## src/rtl/wr_full_flag_gen_pkg.sv

```systemverilog
// Shared definitions for the write-domain full-flag generator: default geometry and Gray helpers.
// The helpers work on a wide word so any pointer width can use them via explicit casts.
package wr_full_flag_gen_pkg;

    localparam int unsigned A_LENGTH_DEF  = 4;
    localparam int unsigned AF_MARGIN_DEF = 2;
    localparam int unsigned FN_W          = 32;

    typedef logic [FN_W-1:0] fn_word_t;

    function automatic fn_word_t bin2gray(input fn_word_t b);
        return b ^ (b >> 1);
    endfunction

    // Prefix XOR from the MSB down, done in log2 steps.
    function automatic fn_word_t gray2bin(input fn_word_t g);
        fn_word_t b;
        b = g;
        for (int unsigned s = 1; s < FN_W; s = s << 1) begin
            b = b ^ (b >> s);
        end
        return b;
    endfunction

endpackage

```

## src/rtl/wr_full_flag_gen_sync_2ff_bus.sv

```systemverilog
// Two-flop bus synchroniser with asynchronous active-high reset.
// Only safe for buses where at most one bit changes per source update (Gray pointers).
module sync_2ff_bus #(
    parameter int unsigned WIDTH = 1
) (
    input  logic             i_clk,
    input  logic             i_rst,
    input  logic [WIDTH-1:0] i_d,
    output logic [WIDTH-1:0] o_q
);

    logic [WIDTH-1:0] r_s1;
    logic [WIDTH-1:0] r_s2;

    always_ff @(posedge i_clk or posedge i_rst) begin
        if (i_rst) begin
            r_s1 <= '0;
            r_s2 <= '0;
        end else begin
            r_s1 <= i_d;
            r_s2 <= r_s1;
        end
    end

    assign o_q = r_s2;

endmodule

```

## src/rtl/wr_full_flag_gen.sv

```systemverilog
// Write-domain full-flag generator for the dual-clock FIFO; full is computed from the next pointer.
// Optional almost-full output is enabled by defining FULL_ALMOST_EN.
module wr_full_flag_gen
    import wr_full_flag_gen_pkg::*;
#(
    parameter int unsigned A_LENGTH  = A_LENGTH_DEF,
    parameter int unsigned AF_MARGIN = AF_MARGIN_DEF
) (
    input  logic              wr_clk,
    input  logic              reset,
    input  logic [A_LENGTH:0] wr_ptr,
    input  logic              enable_wr_out,
    input  logic              enable_wr,
    input  logic [A_LENGTH:0] rd_ptr_gray,
    output logic              f_full,
    output logic [A_LENGTH:0] wr_ptr_gray,
    output logic [A_LENGTH:0] wr_level,
    output logic              wr_overflow
`ifdef FULL_ALMOST_EN
    ,
    output logic              f_almost_full
`endif
);

    localparam int unsigned PTR_W = A_LENGTH + 1;
    localparam int unsigned DEPTH = 1 << A_LENGTH;

    logic [PTR_W-1:0] w_rd_gray_sync;
    logic [PTR_W-1:0] w_rd_bin;
    logic [PTR_W-1:0] w_wr_nxt;
    logic [PTR_W-1:0] w_full_ptr;
    logic [PTR_W-1:0] w_level_nxt;
    logic [PTR_W-1:0] w_wr_gray_nxt;
    logic             w_full_nxt;

    logic             r_full;
    logic [PTR_W-1:0] r_wr_gray;
    logic [PTR_W-1:0] r_level;
    logic             r_overflow;

    // Read pointer crosses into wr_clk as Gray, decoded after the second flop.
    sync_2ff_bus #(
        .WIDTH (PTR_W)
    ) u_rd_sync (
        .i_clk (wr_clk),
        .i_rst (reset),
        .i_d   (rd_ptr_gray),
        .o_q   (w_rd_gray_sync)
    );

    assign w_rd_bin = PTR_W'(gray2bin(FN_W'(w_rd_gray_sync)));

    // Compare against the pointer after this edge's write so full has no lag cycle.
    assign w_wr_nxt      = wr_ptr + PTR_W'(enable_wr_out);
    assign w_full_ptr    = {~w_rd_bin[A_LENGTH], w_rd_bin[A_LENGTH-1:0]};
    assign w_full_nxt    = (w_wr_nxt == w_full_ptr);
    assign w_level_nxt   = w_wr_nxt - w_rd_bin;
    assign w_wr_gray_nxt = PTR_W'(bin2gray(FN_W'(w_wr_nxt)));

    always_ff @(posedge wr_clk or posedge reset) begin
        if (reset) begin
            r_full     <= 1'b0;
            r_wr_gray  <= '0;
            r_level    <= '0;
            r_overflow <= 1'b0;
        end else begin
            r_full     <= w_full_nxt;
            r_wr_gray  <= w_wr_gray_nxt;
            r_level    <= w_level_nxt;
            r_overflow <= r_overflow | (enable_wr & r_full);
        end
    end

    assign f_full      = r_full;
    assign wr_ptr_gray = r_wr_gray;
    assign wr_level    = r_level;
    assign wr_overflow = r_overflow;

`ifdef FULL_ALMOST_EN
    localparam int unsigned AF_THRESH = (AF_MARGIN > DEPTH) ? 0 : DEPTH - AF_MARGIN;

    logic r_almost_full;

    always_ff @(posedge wr_clk or posedge reset) begin
        if (reset) begin
            r_almost_full <= 1'b0;
        end else begin
            r_almost_full <= (w_level_nxt >= PTR_W'(AF_THRESH));
        end
    end

    assign f_almost_full = r_almost_full;
`else
    // The margin only matters for the almost-full output; a margin beyond DEPTH is simply inert.
    if (AF_MARGIN > DEPTH) begin : g_af_margin_inert
    end
`endif

endmodule

```

## config.mk

```make
export PLATFORM = sky130hd
export DESIGN_NAME = wr_full_flag_gen
export DESIGN_NICKNAME = d
export VERILOG_FILES = /design/src/rtl/wr_full_flag_gen_pkg.sv /design/src/rtl/wr_full_flag_gen_sync_2ff_bus.sv /design/src/rtl/wr_full_flag_gen.sv
export SDC_FILE = /design/constraint.sdc
export NUM_CORES = 1
export LEC_CHECK = 0
export CORE_MARGIN = 2
export CORE_UTILIZATION = 49
export CTS_CLUSTER_SIZE = 20
export DETAILED_ROUTE_END_ITERATION = 16
export HOLD_SLACK_MARGIN = 0.05
export PLACE_DENSITY = 0.85
export SETUP_SLACK_MARGIN = 0.02
export SLEW_MARGIN = 10
export SYNTH_ARGS = -nofsm -noshare
export SYNTH_HDL_FRONTEND = slang
export SYNTH_SLANG_ARGS = --single-unit
export TNS_END_PERCENT = 100
```

## constraint.sdc

```tcl
create_clock -name wr_clk -period 5.7 [get_ports wr_clk]
set_input_delay 0.57 -clock wr_clk [delete_from_list [all_inputs] [get_ports wr_clk]]
set_output_delay 0.57 -clock wr_clk [all_outputs]
set_load 0.1 [all_outputs]
```

==> summary by stage, run 1 <==
Timing
Measured against its own limit, the worst slew margin works out to roughly a third. The total setup violations reported at the end of the flow is 0. Hold timing on the final database bottoms out at a slack of 0.362 ns. The time the worst path needs with I/O delays and setup is ~2.4 ns. Setup repair after global routing left no endpoint under its margin. The final hold violation count is 0. For the final database, setup skew stands at roughly 0.0075 ns. The slack of the critical path is between 3 and 4 ns. At the pin with the least slew margin, the transition time is between 0.9 and 1 ns. In the finished design, the share of the clock period the worst path needs comes to 42.0%. The number of pins with negative max-slew slack in the final report came to 0. Setup total negative slack on the finished layout was measured at 0 ns. Based on the critical path, the design can be clocked at up to 418 MHz.

Power
The maximum VDD drop is 330 µV. For this design the static power due to leakage is roughly 0.00055 µW. The power density over the cells is ~470 nW/µm².

The design draws about 570 µW.

CTS
CTS built an H-tree with a depth of 1. The clock latency of the later-clocked register in the worst-skew pair is approximately 0.29 ns. TritonCTS built the clock tree. The number of buffers inserted by hold repair at cts is 0. CTS saw 22 sinks. After clock tree synthesis, the setup repair step added 0 buffers. The number of buffers on the longest clock path is 2. The clock buffer count from CTS is 3. After clock tree synthesis, the clock-pin slew on the worst setup and hold paths is 0.11 ns. Post-CTS repair changed the size of 0 cells. The CTS root buffer is sky130_fd_sc_hd__clkbuf_4.

Floorplan
The effective utilization at floorplan is 52.3%. Measured along the x axis, the die boundary spans 46.9 µm. The overall die height is 46.9 µm.

Row generation in the floorplan step produced 15 rows. The floorplan core area is approximately 1700 µm². The overall die area is 2200 µm². The I/O pin count is 26.

Global route
After global routing the overflow that remains totals 0. The first global-routing pass estimated roughly 2200 µm of wire. The initial antenna violation count is 0. The overall fraction of global-route tracks in use is between 10 and 15%. The via count of the first global-routing pass is 562. Entering global routing, the biggest net connects 23 pins.

Layout
The count of non-filler cells in the finished layout is 117. The area of all sequential standard cells is between 500 and 600 µm². After filler insertion, the fill cell instance count of the layout stands at between 100 and 150.

The number of nets at the end of the flow is between 100 and 150. Compared with the post-synthesis result, the final layout area differs by 33.7%. The area of combinational cells with multiple inputs is 323 µm². The share of post-route cells with drive strength above 1 is roughly 6.5%. The antenna diode instance count is 0.

Setup path
The critical path goes through clkdlybuf4s50_1 > ha_1 > ha_1 > xor2_1 > ha_1 > a21oi_1 > o21ai_0 > xor2_1. The cell that appears most often on the critical path is sky130_fd_sc_hd__ha_1. The largest single stage delay on the critical path is about 0.41 ns. By startpoint and endpoint, the worst setup path is classified as in -> reg. The launching element of the worst setup path is wr_ptr[0].

The slowest cell on the critical path is sky130_fd_sc_hd__clkdlybuf4s50_1. Data on the critical path is required at its endpoint by 5.87 ns. Along the worst path, the maximum fanout reaches 4.

The type of element capturing the critical path is a flop. The beginning of the worst register-to-register path is u_rd_sync.o_q[3]. The worst setup path is launched from an input pin. The worst path arrival time is about 2.6 ns.

Yosys
The count of synthesis-stage warnings from yosys is 0. The mapped netlist covers between 900 and 1000 µm². The synthesized flop and latch total is 22.

Synthesis produced a netlist with a net count of 86. Sorting the synthesized cells by area gives the leading types as sky130_fd_sc_hd__dfrtp_1 61%, sky130_fd_sc_hd__ha_1 9.7%, sky130_fd_sc_hd__xnor2_1 8.7%. The number of distinct library cells after synthesis is 14.

The top cell type by total area after synthesis is sky130_fd_sc_hd__dfrtp_1. In this run the mean area of a mapped cell was 14.1 µm². Summing the sequential cell areas from Yosys gives 60.9% of the chip area. Synthesis handed over a netlist of 64 instances. The share of synthesized area in the top cell type comes to between 60% and 70%.

Hold path
The startpoint of the tightest hold check path is u_rd_sync.r_s1[4]. The min-delay analysis places its worst path in the category reg -> reg.

Detailed routing
After detailed routing, the average wire length per cell comes to 12.1 µm. The count of nets left with antenna violations after detail routing is 0. In the routed design, unresolved DRC markers number 0. The number of vias per cell after detailed routing is between 4 and 5. The routed design has 1420 µm of wire. For this run, the detailed router's first-pass iteration total came to 1. The total via count in the routed design is ~540. For this block, the initial DRC count from the detailed router was 0.

Place
The routability congestion estimate is between 0.7 and 0.8. The post-placement setup slack is a little under 3 ns. Including well taps, the total number of placed cells is around 110.

The number of I/O port buffers is 25.

Run
The max-capacitance violation count is 0.

Outcome
The run finished with clean final reports.
## state kept, by name, indices dropped and copies added, names as in the netlist
| signal | flops |
|---|---|
| wr_ptr_gray | 5 |
| u_rd_sync.r_s1 | 5 |
| f_full | 1 |
| wr_level | 5 |
| u_rd_sync.o_q | 5 |
| wr_overflow | 1 |
## metrics by stage
step / util [%] / cell area [µm²]
2_1_floorplan: - / 903
3_3_place_gp: 68.6 / 1180
3_5_place_dp: 68.6 / 1180
4_1_cts: 69.9 / 1210
5_1_grt: 69.9 / 1210
6_report: 69.9 / 1210
## layout by cell type, fill, tap and decap left out, types with 2 or more instances in the layout
cell type / Yosys / layout
sky130_fd_sc_hd__xor2_2: 2 / 2
sky130_fd_sc_hd__a21o_1: 2 / 2
sky130_fd_sc_hd__dfrtp_1: 22 / 22
sky130_fd_sc_hd__xnor2_1: 9 / 9
sky130_fd_sc_hd__inv_1: 8 / 8
sky130_fd_sc_hd__a21oi_1: 2 / 2
sky130_fd_sc_hd__ha_1: 7 / 7
sky130_fd_sc_hd__nand3_1: 2 / 2
sky130_fd_sc_hd__clkdlybuf4s50_1: 0 / 25
sky130_fd_sc_hd__clkbuf_4: 0 / 3
sky130_fd_sc_hd__xor2_1: 4 / 4
sky130_fd_sc_hd__nand2_1: 2 / 2
## worst paths after layout
check                                         end  slack (ns)  cells past startpoint
worst min-delay path             u_rd_sync.o_q[4]        0.36                      0
worst max register to register        wr_level[4]        3.36                     10
worst min register to register   u_rd_sync.o_q[4]        0.36                      0
max in group asynchronous        u_rd_sync.o_q[1]        4.50                      2
worst max-delay path                  wr_level[3]        3.31                      8
min in group asynchronous       u_rd_sync.r_s1[2]        0.70                      2
## cell usage after synthesis
cell                      count
sky130_fd_sc_hd__inv_1        8
sky130_fd_sc_hd__ha_1         7
sky130_fd_sc_hd__a21o_1       2
sky130_fd_sc_hd__xnor2_2      1
sky130_fd_sc_hd__o21ai_0      1
sky130_fd_sc_hd__fa_1         1
sky130_fd_sc_hd__dfrtp_1     22
sky130_fd_sc_hd__xnor2_1      9
sky130_fd_sc_hd__nand3_1      2
sky130_fd_sc_hd__nor3_1       1
sky130_fd_sc_hd__xor2_1       4
sky130_fd_sc_hd__nand2_1      2
sky130_fd_sc_hd__xor2_2       2
sky130_fd_sc_hd__a21oi_1      2
## report_power, final
| part | leakage (µW) | internal, µW | switching (µW) | total [µW] |
|---|---|---|---|---|
| combinational | 0.000282 | 77.5 | 236 | 314 |
| sequential | 0.000258 | 184 | 9.29 | 193 |
| clock | 0.0000138 | 24.6 | 39.3 | 63.8 |
| total | 0.000554 | 286 | 285 | 571 |
## cell families after synthesis
logic type	synth area share, %
buffers and inverters	3.32
XOR/XNOR	18.0
AND/OR/NAND/NOR	2.49
adder cells (fa/ha/maj)	11.9
flip-flops	60.9
AO/OA/AOI/OAI	3.32
## final cells by class
type / instances / area share [%]
clock buffers: 3 / 1.87
repair buffers: 25 / 20.7
flip-flops and latches: 22 / 45.6
well taps: 25 / 2.59
inverters: 8 / 2.49
multi-input cells: 34 / 26.7
## worst max-delay path, delay by kind of cell
kind | cells | cell delay, ns
adders and majority gates | 3 | 0.77
xor gates and xnor gates | 2 | 0.53
buffers and inverters | 1 | 0.41
AOI/OAI and AO/OA | 2 | 0.27
## metal layers
metal	track usage [%]	routed length, µm
met1	14.1	503
met4	10.0	25
met2	28.8	813
met3	2.31	75
met5	0	0
(Power assumes the default switching activity.)
==> run 2, diff against run 1 <==
--- a/config.mk
+++ b/config.mk
@@ -6,11 +6,11 @@
 export NUM_CORES = 1
 export LEC_CHECK = 0
 export CORE_MARGIN = 2
-export CORE_UTILIZATION = 49
+export CORE_UTILIZATION = 45
 export CTS_CLUSTER_SIZE = 20
 export DETAILED_ROUTE_END_ITERATION = 16
 export HOLD_SLACK_MARGIN = 0.05
-export PLACE_DENSITY = 0.85
+export PLACE_DENSITY = 0.79
 export SETUP_SLACK_MARGIN = 0.02
 export SLEW_MARGIN = 10
 export SYNTH_ARGS = -nofsm -noshare
==> constraint.sdc (replaced) <==
create_clock -name wr_clk -period 2.4 [get_ports wr_clk]
set_input_delay 0.24 -clock wr_clk [delete_from_list [all_inputs] [get_ports wr_clk]]
set_output_delay 0.24 -clock wr_clk [all_outputs]
set_load 0.1 [all_outputs]
==> run 2 against run 1 <==
Compared with the run above:
- count of clock-buffer cells in the layout unchanged
- setup slack lost 3.2 ns
- sequential share of layout area shrank 0.56 points
- die area rose by 8.1%
- utilization shrank 6.3 points
- sequential power increased by 140%
- critical endpoint is now wr_level[4]
- largest power group unchanged
- highest routed layer unchanged
==> summary by stage, run 2 (synthesized netlist as in run 1, its figures left out) <==
Outcome
The run finished with clean final reports.

Power
The combinational power share is a little over half. The proportion of total power due to net switching is approximately half. The static leakage power is just under 0.0006 µW. The clock network is responsible for a little under an eighth of the overall power. The internal portion of total power is 674 µW. The analysis attributes to net switching a power of approximately 690 µW. The total chip power is approximately 1400 µW. The maximum VDD drop is 814 µV. Power spread over the standard cell area amounts to roughly 1100 nW/µm². The share of total power in sequential cells is 33.8%.

Layout
The share of post-route cells with drive strength above 1 is roughly 26%. At the end of the flow, the number of nets in the layout was approximately 120. Excluding fillers, the count of instances in the completed layout stands at ~120. In the layout the commonest cells are 22 x sky130_fd_sc_hd__dfrtp_1, 17 x sky130_fd_sc_hd__buf_4, 13 x sky130_fd_sc_hd__clkdlybuf4s50_1, 9 x sky130_fd_sc_hd__xnor2_1, 8 x sky130_fd_sc_hd__inv_1. Cells fill a little under two thirds of the core in the end. The area of all placed cells without fillers is between 1000 and 1500 µm². The most common cell after layout, fill and taps aside is sky130_fd_sc_hd__dfrtp_1. The antenna diode instance count is 0. The signed area change from the synthesized netlist to the final layout is 35.3%.

Detailed routing
For this block, the via count after detailed routing is 567. The wire length per cell is between 10 and 15 µm. In the routed design, unresolved DRC markers number 0. In the routed layout, each cell is associated on average with a via count of about 4.6. The final wirelength is 1440 µm. The number of design-rule violations left by the first detailed-router iteration is 8. The detailed-routing iteration count for the pre-antenna-repair pass is 4.

The count of nets left with antenna violations after detail routing is 0.

Timing
Static timing analysis puts the maximum clock frequency at between 400 and 500 MHz. The final hold violation count came to 0. The number of pins with negative max-slew slack in the final report is 0.

The part of the cycle the worst path needs is between 90 and 100%. The total negative slack for setup checks is 0 ns. Setup repair after global routing left no endpoint under its margin.

At the pin with the least slew margin, the transition time is 0.786 ns. The total setup violations reported at the end of the flow is 0. The clock skew after layout is ~0.005 ns. The time the worst path needs with I/O delays and setup is roughly 2.3 ns. The worst relative slew slack is a little under half.

CTS
CTS built an H-tree with a depth of 1. The clock passes through at most 2 buffers. The CTS root buffer is sky130_fd_sc_hd__clkbuf_4. The later pin in the worst-skew pair is clocked with a latency of 0.30 ns. The clock transition at the registers of the reported paths is between 0.1 and 0.15 ns. CTS saw 22 sinks. For this design, the CTS-stage hold fixing added 0 buffers. The clock buffer count from CTS is 3. The clock tree from TritonCTS is yes.

Global route
Entering global routing, the biggest net connects 23 pins. The via count of the first global-routing pass is a little over 600. In the global route stage, overall resource usage came out at between 10% and 20%. The global-route wire length before repair is 2530 µm. The initial antenna violation count is 0.

Global routing finished with a remaining overflow of 0.

Setup path
The cell class contributing the biggest share of worst-path delay is XOR/XNOR gates. The critical path in this run is classified as reg -> reg. Among all stages on the critical path, the largest delay is contributed by sky130_fd_sc_hd__dfrtp_1. For the worst setup path, the data required time is about 2.6 ns.

The maximum fanout encountered on the critical timing path is 3. For the worst setup path, the data arrival time is roughly 2.5 ns. Together, buffers and inverters on the worst path number 1. The worst setup path is launched from a flop. The delay of the slowest critical-path stage is roughly 0.43 ns.

Walking the worst path, the cells encountered are xnor2_2 > xor2_2 > xor2_2 > xnor2_1 > ha_2 > fa_2 > inv_1 > a21o_1 > a21oi_1 > xnor2_1. The worst setup path is captured at a flop.

Run
The max-capacitance violation count is 0.

Place
Once detailed placement completed, the half-perimeter wirelength came to about 1100 µm. The congestion estimate from routability-driven global placement came to around 0.69. The instance area at placement is 1160 µm². The cell total after placement is between 100 and 150. In this run the tool buffered the top-level ports with 25 buffer cells.

Floorplan
From bottom edge to top edge, the die measures 48.8 µm. 26 I/O pins were placed. The region available for standard cell placement spans just under 2000 µm². The effective utilization at floorplan is between 40 and 50%. After floorplanning, the core was divided into 16 placement rows.

The width of the die is 48.8 µm. The die covers around 2400 µm².

Hold path
The worst hold path belongs to the class reg -> reg.
## run 2: cell count changes in the layout (fill, tap and decap cells not counted)
cell	delta
sky130_fd_sc_hd__buf_4	+17
sky130_fd_sc_hd__clkdlybuf4s50_1	-12
sky130_fd_sc_hd__fa_1	-1
sky130_fd_sc_hd__ha_2	+1
sky130_fd_sc_hd__fa_2	+1
sky130_fd_sc_hd__ha_1	-1
## run 2: layout make-up
type | count | area [µm²]
tap | 27 | 33.8
inverter | 8 | 30.0
sequential | 22 | 551
clock buffer | 3 | 22.5
fill | 165 | 699
multi-input combinational | 34 | 328
timing repair buffer | 30 | 258
## run 2: what timing repair did
item	CTS	global route
setup buffers	0	4
resized for setup	0	2
endpoints found under the setup margin	0	1
## run 2: power by group through the flow
stage	combinational, µW	clock (µW)	sequential [µW]
floorplan	125	0	913
global placement	722	0	467
detailed placement	733	0	469
CTS	735	164	461
global route	779	180	468
finish	743	157	459
## run 2: worst register-to-register path: cells and delay by family (launching register included)
kind / cells / cell delay, ns
buf+inv: 1 / 0.04
compound gates: 2 / 0.30
xor+xnor: 5 / 1.02
fa+ha+maj: 2 / 0.41
flops: 1 / 0.43
## run 2: metrics by stage
step	hold slack, ns	worst slack, ns
2_1_floorplan	0.229	0.250
3_3_place_gp	0.333	0.0787
3_5_place_dp	0.338	0.0610
4_1_cts	0.357	0.0566
5_1_grt	0.346	0.0115
6_report	0.359	0.127
## run 2: path summary, 6_finish.rpt
check	startpoint	to	slack, ns	cells past startpoint
max	u_rd_sync.o_q[4]	wr_level[4]	0.13	10
min	u_rd_sync.r_s1[0]	u_rd_sync.o_q[0]	0.36	0
max reg2reg	u_rd_sync.o_q[4]	wr_level[4]	0.13	10
min reg2reg	u_rd_sync.r_s1[0]	u_rd_sync.o_q[0]	0.36	0
max in group asynchronous	reset	wr_level[2]	1.54	2
min in group asynchronous	reset	u_rd_sync.o_q[2]	0.37	2
## run 2: layer usage
layer | up-vias | GRT usage (%) | wire length [µm]
li1 | 266 | - | -
met1 | 271 | 13.5 | 534
met2 | 25 | 26.9 | 745
met3 | 5 | 3.68 | 111
met4 | 0 | 11.4 | 46
met5 | - | 0 | 0
==> run 3, diff against run 2 <==
--- a/config.mk
+++ b/config.mk
@@ -5,7 +5,7 @@
 export SDC_FILE = /design/constraint.sdc
 export NUM_CORES = 1
 export LEC_CHECK = 0
-export CORE_MARGIN = 2
+export CORE_MARGIN = 4
 export CORE_UTILIZATION = 45
 export CTS_CLUSTER_SIZE = 20
 export DETAILED_ROUTE_END_ITERATION = 16
==> run 3 against run 2 <==
Compared with the run above:
- die area is 17% higher
- sequential share of layout area is 0.64 points lower
- maximum frequency increased by 2.0%
- cell count decreased by 1.6%
- total power increased by 7.9%
- via count down 4.4%
- largest cell class unchanged
- design area rose by 1.4%
- clock skew shrank 0.0043 ns
- first-iteration DRC count shrank 63%
- critical endpoint unchanged
==> summary by stage, run 3 (synthesized netlist as in run 1, its figures left out) <==
Timing
Setup repair after global routing left no endpoint under its margin. Subtracting the final worst setup slack from the clock period gives roughly 2.2 ns. The maximum frequency from static timing analysis is roughly 450 MHz. The total negative slack for setup checks is 0 ns.

Setup violations remaining at the end of the flow were counted as 0. For the pin with the worst max-slew slack, the measured transition is between 0.7 and 0.8 ns. The worst path uses between 90 and 100% of the clock period. Measured against its own limit, the worst slew margin works out to 48.8%.

The slack of the critical path is between 0.15 and 0.2 ns. The number of pins with negative max-slew slack in the final report is 0. The worst-case hold slack is ~0.36 ns.

Between clock sinks in the finished design, the worst skew comes to ~0.0008 ns. The final hold violation count was 0.

CTS
The clock sink count is 22. The later pin in the worst-skew pair is clocked with a latency of about 0.30 ns. TritonCTS built the clock tree. The number of buffers on the longest clock path is 2.

The clock buffer count from CTS is 3. The CTS root buffer is sky130_fd_sc_hd__clkbuf_4. The clock transition at the registers of the reported paths is around 0.11 ns. In this run the number of H-tree levels came out at 1.

Setup path
The number of cells traversed by the worst register-to-register path is 10. The setup path with the least slack is of type reg -> reg. The worst path arrival time is 2.43 ns. The maximum fanout encountered on the critical timing path is 3. The required time at the endpoint of the critical path is 2.60 ns. The worst reg-to-reg setup slack is approximately 0.17 ns. The category of the worst setup path launch point is a flop. The beginning of the worst register-to-register path is u_rd_sync.o_q[4]. The type of element capturing the critical path is a flop. The launching element of the worst setup path is u_rd_sync.o_q[4].

Outcome
The flow ran to the end, and the final reports show no timing, DRC or antenna violations.

Global route
Global routing consumed, over all layers together, 10.6% of the routing resources. The global-route wire length before repair is 2060 µm. The total overflow left after global routing is 0. The via count of the first global-routing pass is about 500. The pin count of the biggest net entering global routing is 23. The initial antenna violation count was 0.

Detailed routing
The final wirelength is about 1300 µm. The number of vias per cell after detailed routing is between 4 and 5. The count of nets left with antenna violations after detail routing is 0.

In the final routed layout, each cell accounts on average for around 11 µm. The count of unresolved DRC violations after routing is 0. The pre-antenna-repair detailed-routing pass consisted of 3 iterations.

The total via count in the routed design is between 500 and 600. The number of design-rule violations left by the first detailed-router iteration is 3.

Layout
The antenna diode instance count is 0. In the layout the commonest cells are 22 x sky130_fd_sc_hd__dfrtp_1, 16 x sky130_fd_sc_hd__buf_4, 13 x sky130_fd_sc_hd__clkdlybuf4s50_1, 9 x sky130_fd_sc_hd__xnor2_1, 8 x sky130_fd_sc_hd__inv_1. In the final layout, the share of cells above drive strength 1 is 24.7%. The post-route core utilization is 68.1%.

The signed area change from the synthesized netlist to the final layout is 37.3%. The library cell used most frequently in the layout, excluding fill and tap cells, is sky130_fd_sc_hd__dfrtp_1. Counting the fill cells in the layout gives roughly 120. For this run, the post-layout net count is 120.

Floorplan
The number of standard-cell rows in the floorplan is 15. Once the floorplan was initialized, standard cells occupied just under 50% of the core. 26 I/O pins were placed. The die covers 2790 µm². From left edge to right edge, the die measures around 53 µm. The overall die height is 52.8 µm. The floorplan core area is about 1800 µm².

Place
Buffers placed on the I/O ports in this run total 25. Once detailed placement completed, the half-perimeter wirelength came to approximately 1100 µm. The routability congestion estimate is about 0.77. Prior to clock tree synthesis, the placed netlist has a worst setup slack of a little under 0.1 ns.

Hold path
The class of the worst hold path is in -> async.

Power
The static leakage power is approximately 0.0006 µW. The power density over the cells is around 1200 nW/µm². VDD sags by at most about 800 µV.

Run
The max-capacitance violation count is 0.
==> run 3: cell types whose count changed in the layout (fill, tap and decap cells not counted) <==
cell / delta
sky130_fd_sc_hd__buf_4: -1
sky130_fd_sc_hd__bufinv_16: +1
sky130_fd_sc_hd__ha_1: +1
sky130_fd_sc_hd__ha_2: -1
==> run 3: worst paths after layout <==
| path | to |
|---|---|
| max in group asynchronous | u_rd_sync.o_q[3] |
| min reg2reg | u_rd_sync.o_q[4] |
| max | wr_level[4] |
| min | u_rd_sync.r_s1[2] |
| min in group wr_clk | u_rd_sync.r_s1[1] |
| max reg2reg | wr_level[4] |
==> run 3: timing repair <==
action	in CTS	in global routing
setup buffers	0	3
endpoints found under the setup margin	0	1
hold buffers	0	0
gates resized for setup	0	1
==> run 3: where the power goes <==
| part | switching [µW] | internal [µW] |
|---|---|---|
| Sequential | 22.6 | 438 |
| Combinational | 560 | 172 |
| Clock | 106 | 169 |
| Total | 689 | 778 |
==> run 3: metrics by stage <==
| step | cell area (µm²) | std cells | total power (µW) |
|---|---|---|---|
| 3_5_place_dp | 1160 | 115 | 1190 |
| 2_1_floorplan | 903 | 64 | 1040 |
| 5_1_grt | 1240 | 122 | 1530 |
| 6_report | 1240 | 122 | 1470 |
| 4_1_cts | 1210 | 119 | 1470 |
| 3_3_place_gp | 1160 | 115 | 1190 |
==> run 3: cell type report <==
cell class                      instances  area, µm²  share of cell area [%]
Sequential cell                        22        551                    44.4
Multi-Input combinational cell         34        325                    26.2
Timing Repair Buffer                   29        250                    20.2
Tap cell                               25       31.3                    2.52
Clock inverter                          1       30.0                    2.42
Inverter                                8       30.0                    2.42
Clock buffer                            3       22.5                    1.82
==> run 3: critical path: stages (launching register included) <==
cell	delay, ns
sky130_fd_sc_hd__dfrtp_1	0.43
sky130_fd_sc_hd__xnor2_2	0.24
sky130_fd_sc_hd__xor2_2	0.23
sky130_fd_sc_hd__xor2_2	0.21
sky130_fd_sc_hd__xnor2_1	0.09
sky130_fd_sc_hd__ha_1	0.21
sky130_fd_sc_hd__fa_2	0.35
sky130_fd_sc_hd__inv_1	0.07
sky130_fd_sc_hd__a21o_1	0.10
sky130_fd_sc_hd__a21oi_1	0.07
sky130_fd_sc_hd__xnor2_1	0.12
==> run 3: layer usage <==
layer | up-vias | part of all wire (%) | routed length [µm] | global-route usage, %
li1 | 264 | - | - | -
met4 | 0 | 1.6 | 21 | 6.38
met1 | 255 | 40 | 530 | 12.2
met3 | 2 | 7.5 | 99 | 2.56
met2 | 21 | 51 | 676 | 17.6
met5 | - | 0 | 0 | 0
